### config.mk
export PLATFORM = sky130hd
export DESIGN_NAME = pc_sequencer
export DESIGN_NICKNAME = d
export VERILOG_FILES = /design/src/rtl/pc_sequencer.sv
export SDC_FILE = /design/constraint.sdc
export NUM_CORES = 1
export LEC_CHECK = 0
export ABC_AREA = 1
export CAP_MARGIN = 5
export CORE_ASPECT_RATIO = 1.25
export CORE_UTILIZATION = 45
export DETAILED_ROUTE_END_ITERATION = 12
export HOLD_SLACK_MARGIN = 0.1
export PLACE_DENSITY = 0.7
export SKIP_LAST_GASP = 1
export SLEW_MARGIN = 20
export SYNTH_ARGS = -nofsm -noshare
export SYNTH_HDL_FRONTEND = slang
export SYNTH_SLANG_ARGS = --single-unit
### constraint.sdc
create_clock -name clock -period 4.4 [get_ports clock]
set_input_delay 0.66 -clock clock [delete_from_list [all_inputs] [get_ports clock]]
set_output_delay 0.66 -clock clock [all_outputs]
set_load 0.05 [all_outputs]
### src/rtl/pc_sequencer.sv
// Program counter sequencer with a RUN/HALTED controller, stall, branch and
// jump steering, and a circular return-address stack for call/return.
module pc_sequencer #(
    parameter int              XLEN         = 32,
    parameter logic [XLEN-1:0] RESET_VECTOR = '0,
    parameter int              INSTR_BYTES  = 4,
    parameter int              RAS_DEPTH    = 4
) (
    input  logic                           clock,
    input  logic                           reset_n,
    input  logic                           stall,
    input  logic                           is_halt,
    input  logic                           resume,
    input  logic                           branch_taken,
    input  logic [XLEN-1:0]                branch_target,
    input  logic                           jump,
    input  logic [XLEN-1:0]                jump_target,
    input  logic                           link,
    input  logic                           ret,
    output logic [XLEN-1:0]                pc_value,
    output logic [XLEN-1:0]                pc_next,
    output logic                           halted,
    output logic [$clog2(RAS_DEPTH+1)-1:0] ras_count,
    output logic                           ras_overflow,
    output logic                           ras_underflow
);

    localparam int              CW         = $clog2(RAS_DEPTH + 1);
    localparam int              PW         = (RAS_DEPTH > 1) ? $clog2(RAS_DEPTH) : 1;
    localparam logic [XLEN-1:0] STEP       = XLEN'(INSTR_BYTES);
    localparam logic [XLEN-1:0] ALIGN_MASK = ~(XLEN'(INSTR_BYTES - 1));
    localparam logic [CW-1:0]   FULL       = CW'(RAS_DEPTH);
    localparam logic [PW-1:0]   LAST       = PW'(RAS_DEPTH - 1);

    typedef enum logic {
        RUN    = 1'b0,
        HALTED = 1'b1
    } state_t;

    state_t          state;
    state_t          state_next;
    logic [XLEN-1:0] seq;
    logic [XLEN-1:0] ras_mem [RAS_DEPTH];
    logic [PW-1:0]   wr_ptr;
    logic [PW-1:0]   ptr_inc;
    logic [PW-1:0]   ptr_dec;
    logic [XLEN-1:0] ras_top;
    logic            push;
    logic            pop;
    logic            set_ovf;
    logic            set_udf;

    // Force targets onto an instruction boundary.
    function automatic logic [XLEN-1:0] align_target(input logic [XLEN-1:0] addr);
        return addr & ALIGN_MASK;
    endfunction

    // wr_ptr is the next free slot; the top of stack sits just below it.
    // When full, wr_ptr also points at the oldest entry, so a push there
    // overwrites it circularly.
    assign seq     = pc_value + STEP;
    assign ptr_inc = (wr_ptr == LAST) ? '0 : wr_ptr + PW'(1);
    assign ptr_dec = (wr_ptr == '0) ? LAST : wr_ptr - PW'(1);
    assign ras_top = align_target(ras_mem[ptr_dec]);
    assign halted  = (state == HALTED);

    // Next-state, next-PC and RAS control decode with fixed priority.
    always_comb begin
        state_next = state;
        pc_next    = pc_value;
        push       = 1'b0;
        pop        = 1'b0;
        set_ovf    = 1'b0;
        set_udf    = 1'b0;
        case (state)
            RUN: begin
                if (!stall) begin
                    if (is_halt) begin
                        state_next = HALTED;
                    end else if (ret) begin
                        if (ras_count != '0) begin
                            pc_next = ras_top;
                            pop     = 1'b1;
                        end else begin
                            pc_next = seq;
                            set_udf = 1'b1;
                        end
                    end else if (jump) begin
                        pc_next = align_target(jump_target);
                        if (link) begin
                            push    = 1'b1;
                            set_ovf = (ras_count == FULL);
                        end
                    end else if (branch_taken) begin
                        pc_next = align_target(branch_target);
                    end else begin
                        pc_next = seq;
                    end
                end
            end
            HALTED: begin
                if (resume) begin
                    pc_next    = seq;
                    state_next = RUN;
                end
            end
            default: state_next = RUN;
        endcase
    end

    // Control state: PC, FSM state, stack pointer/count and sticky flags.
    always_ff @(posedge clock or negedge reset_n) begin
        if (!reset_n) begin
            state         <= RUN;
            pc_value      <= RESET_VECTOR;
            wr_ptr        <= '0;
            ras_count     <= '0;
            ras_overflow  <= 1'b0;
            ras_underflow <= 1'b0;
        end else begin
            state    <= state_next;
            pc_value <= pc_next;
            if (push) begin
                wr_ptr <= ptr_inc;
                if (ras_count != FULL) ras_count <= ras_count + CW'(1);
            end else if (pop) begin
                wr_ptr    <= ptr_dec;
                ras_count <= ras_count - CW'(1);
            end
            if (set_ovf) ras_overflow  <= 1'b1;
            if (set_udf) ras_underflow <= 1'b1;
        end
    end

    // Stack storage holds return addresses only; no reset needed.
    always_ff @(posedge clock) begin
        if (push) ras_mem[wr_ptr] <= seq;
    end

endmodule

# --- Yosys cells after proc, flatten, opt, wreduce, memory -nomap -nowiden ---
# Memories as Yosys holds them, arrays and structs flattened.
# Cells that the tools add are included.
totals:
  ff_bits: 40
  latch_bits: 0
  ramBits: 128
  rom_bits: 0
  input_bits: 73
  out_inout_bits: 70
  n_memories: 1
classes:
  add_sub_neg: 5
  n_mul: 0
  n_div: 0
  n_lt_le_gt_ge: 0
  eq_ne: 4
  n_shift: 0
  n_mux: 43
  bitwise: 1
  n_reduce_logical: 4
mem_list:
  columns: ["name", "words", "width", "read_ports", "rd_ports_with_merged_regs", "write_ports", "line", "rtl"]
  rows:
  - ["ras_mem", 4, 32, 1, 0, 1, "43", "logic [XLEN-1:0] ras_mem [RAS_DEPTH];"]
op_table:
  columns: ["cell", "count"]
  rows:
  - ["$mux W32", 7]
  - ["$pmux W32 S2", 1]
  - ["$add A32 B3 Y32 const B", 1]
  - ["$mux W1", 27]
  - ["$mux W3", 3]
  - ["$mux W2", 4]
  - ["$add A3 B1 Y3 const B", 1]
  - ["$eq A3 B3 Y1 const B", 1]
  - ["$ne A3 B3 Y1 const B", 1]
  - ["$reduce_bool A3 Y1", 1]
  - ["$sub A3 B1 Y3 const B", 1]
  - ["$add A2 B1 Y2 const B", 1]
  - ["$eq A2 B2 Y1 const B", 1]
  - ["$logic_not A2 Y1", 1]
  - ["$ne A2 B1 Y1 const B", 1]
  - ["$pmux W1 S2", 1]
  - ["$reduce_and A2 Y1", 1]
  - ["$reduce_bool A2 Y1", 1]
  - ["$sub A2 B1 Y2 const B", 1]
  - ["$not A1 Y1", 1]

# --- Depth between registers and ports, before layout ---
depth:
  ltp_word: 8
  mapped_depth: 14
  depth_no_buf: 13

# --- Least setup slack after synthesis ---
# Ideal clock, no wire load.
synth_path:
  path_type: "register to output"
  startpoint: "register wr_ptr[0]"
  endpoint: "output port pc_next[2]"
  t_arrival_ns: 2.729
  path_slack_ns: 1.011
  stages_incl_launch_ff: 10
  path_buffers: 2
  path_cell_list: "dfrtp_1 -> inv_1 -> ha_1 -> buf_2 -> clkinv_1 -> clkbuf_1 -> o21ai_0 -> o22ai_1 -> a21oi_1 -> o21ai_0"
synth_between:
  elab_chain_cells: 8
synth_rtl:
  columns: ["item", "line", "rtl"]
  rows:
  - ["start: declaration", "44", "logic [PW-1:0] wr_ptr;"]
  - ["start signal: assignment", "124", "wr_ptr <= ptr_inc;"]
  - ["start signal: assignment", "127", "wr_ptr <= ptr_dec;"]
  - ["$sub A2 B1 Y2 or $logic_not A2 Y1 (tied branches)", "63", "assign ptr_dec = (wr_ptr == '0) ? LAST : wr_ptr - PW'(1);"]
  - ["$mux W2 (*)", "63", null]
  - ["$mem_v2 Z4 W32 (*)", null, null]
  - ["$mux W32 (*)", "81", "if (ras_count != '0) begin"]
  - ["$mux W32 (*)", "80", "end else if (ret) begin"]
  - ["$mux W32 (*)", "78", "if (is_halt) begin"]
  - ["$mux W32 (*)", "77", "if (!stall) begin"]
  - ["$pmux W32 S2 (*)", "75", "case (state)"]
  - ["end: declaration", "21", "output logic [XLEN-1:0] pc_next,"]
# Mark *: on every way between the ends. The rest lies on a longest branch, timed or not.

# --- Final worst setup path ---
layout_path:
  startpoint: "register wr_ptr[0]"
  endpoint: "output port pc_next[31]"
# The elaborated chain is that of the path after synthesis.

==> impl_results.md <==
* Final setup TNS at 0 ps
* Top FF cell, synth: edfxtp_1
* Final nets at 1221
* DR pass1 iterations at 5
* Worst hold path type: in -> async
* Max incr delay on CP at 440 ps
* Worst-margin pin slew at 929 ps
* DRC Markers at 0
* Via count at 7768
* Peak supply drop at 0.449 mV
* Hold_ws at 365 ps
* Clk_lat worst skew at 430 ps
* Cell row count at 56
* Inserted Clock Buffers at 17
* Die area at 19700 sq um
* Initial Util at 45.9%
* Design Area, Final at 11200 sq um
* Share of cells above drive strength 1 at 9.87%
* Hold Violations, Final at 0
* Most frequent cells in the layout: nand2_1 (322), edfxtp_1 (120), clkdlybuf4s50_1 (105)
* Leakage at 4.56 nW
* Achievable frequency at 0.273 GHz
* Core ar. at 18800 sq um
* I/O Pins at 143
* Min Tclk post-route at 3660 ps
* Syn-to-layout area delta at 29.7%
* Die Y at 157 microns
* DR vias/cell at 5.60
* GRT Util Overall at 26.9%
* Vias in the first global route at 7355
* Register Area at 4600 sq um
* Slew Viols, Final at 0
* WL per Instance at 18.6 microns
* Slowest CP cell: dfrtp_1
* Post-Syn Area per Cell at 8.45 sq um
* RSZ-0062 raised after global routing: no
* Setup bufs post-CTS at 0
* CP Launch Type: register
* DRT antenna net count at 0
* Max clock buf depth at 2
* Register area share after synthesis at 53.5%
* Antenna fix cells at 0
* Total gr overflow at 0
* Synth Warn # at 0
* Post-synth EDFFs at 120
* CP Class: reg -> out
* Status: complete, no violations
* Post-synth ARST share at 25.0%
* Max-slew headroom at 38.1%
* GPL Wtd Cong at 0.960
* Area of the multi-input gates at 3500 sq um
* WP data required at 3740 ps
* Resize count post-CTS at 0
* Clock sinks at 160
* Crit share post-route at 83.2%
* Root Buffer: clkbuf_16
* Most common cell after layout, fill and taps aside: nand2_1
* Max-Cap Viols at 0
* Crit path top cell by count: nand2_1
* CP arrival at 3000 ps
* First-pass GRT wire length at 39900 microns
* Post-detail-place hpwl at 17900 microns
* Clock skew at 6.43 ps
* CTS Hold Buffers Added at 0
* Die width at 126 microns
* Area post-placement at 10500 sq um
* Setup Viol. Count Final at 0
* Filler Cell Count at 1572
* DRT Wirelength at 25800 microns
* CP Cell Sequence: inv_1 -> ha_1 -> inv_1 -> nand2_2 -> buf_12 -> o21ai_0 -> o22ai_1 -> nand2_1 -> nand2_1 -> inv_1 -> nand2_1 -> nand2_1 -> nand2_1 -> buf_12
* PortBufs at 138
* Mapped Cells at 1019
* Final design utilization at 59.5%
* Mapped cell area at 8610 sq um
* Antenna violations before repair at 0
* Largest net degree at the start of global routing at 57
* CTS tree: yes
* Worst-path fanout max at 46
* PwrDens at 682 nW/um^2
* Synthesized Nets at 1098
* CP endpoint kind: output port
* Clock slew at reported path FFs at 60 ps
* H-tree Lvls at 4
* Cell variety after synth at 37
* Total power at 7.61 mW
* Iter 0 DRT Violations at 838
* FF+latch count, synth at 160
-- cell families after synthesis --
| family | share of synthesized area (%) |
|---|---|
| AOI/OAI and AO/OA | 10.6 |
| xor gates and xnor gates | 2.00 |
| adders and majority gates | 0.959 |
| buffers and inverters | 6.20 |
| DFF | 53.5 |
| muxes | 0.131 |
| and+or+nand+nor | 26.6 |
-- per-layer routing --
metal  part of all wire [%]  global-route usage, %  up-vias
met5                      0                      0        -
met4                    2.9                   11.6        0
met3                    7.5                   4.72       52
met2                     48                   44.5      350
met1                     41                   34.8     3681
li1                       -                      -     3685
-- worst max-delay path: cells and delay by family, from the launching register on --
family	cells	cell delay, ps
simple gates	6	790
buf+inv	5	750
flops	1	440
compound gates	2	320
fa+ha+maj	1	250
-- report_power, final --
group	leakage [nW]	internal, mW	switching [mW]	total (mW)
sequential	1.57	1.92	0.240	2.16
clock	0.307	0.913	0.653	1.57
combinational	2.69	1.30	2.59	3.89
total	4.56	4.14	3.48	7.61
-- area by class of cell --
type / count / share of cell area, %
clock inverter: 15 / 1.76
inverter: 81 / 2.72
timing repair buffer: 155 / 16.6
multi-input combinational: 727 / 31.3
clock buffer: 17 / 3.81
sequential: 160 / 41.2
tap: 232 / 2.60
-- registers in the layout, indices dropped and copies added, names as in the netlist --
signal         count
ras_overflow       1
pc_value          32
ras_mem          120
halted             1
ras_count          3
ras_underflow      1
wr_ptr             2
-- Yosys cell counts (2+ instances only) --
master    count  area share [%]
nand2_1     323              14
edfxtp_1    120              42
nand3_1     100             5.8
inv_1        77             3.4
nor2_1       76             3.3
o21ai_0      56             3.3
a21oi_1      42             2.4
dfrtp_1      40              12
clkbuf_1     30             1.3
a22oi_1      24             2.1
buf_2        16            0.93
xor2_1       15             1.5
o22ai_1      14             1.0
o21ai_1      12            0.70
nand4_1      10            0.73
nor3_1        9            0.52
a31oi_1       8            0.58
nor2_4        6            0.78
buf_4         5            0.44
ha_1          5            0.73
nand2_2       5            0.36
nor2_2        5            0.36
a21o_1        3            0.26
clkinv_1      3            0.13
nand3b_1      2            0.17
o211ai_1      2            0.17
-- metrics by stage --
step	setup slack, ps	cells
floorplan	1010	1019
global placement	843	1355
detailed placement	826	1355
CTS	319	1387
global route	523	1387
finish	738	1387
-- path summary, 6_finish.rpt --
path                               start       endpoint  slack, ps  cells past startpoint
setup / recovery               wr_ptr[0]    pc_next[31]        740                     14
hold / removal                   reset_n    pc_value[4]        360                      1
setup reg to reg               wr_ptr[0]   pc_value[16]       1890                     13
hold reg to reg            ras_underflow  ras_underflow        480                      1
max in group asynchronous        reset_n   pc_value[25]       3450                      1
min in group clock         ras_underflow  ras_underflow        480                      1
No activity file was read; power rests on OpenSTA's default activity.
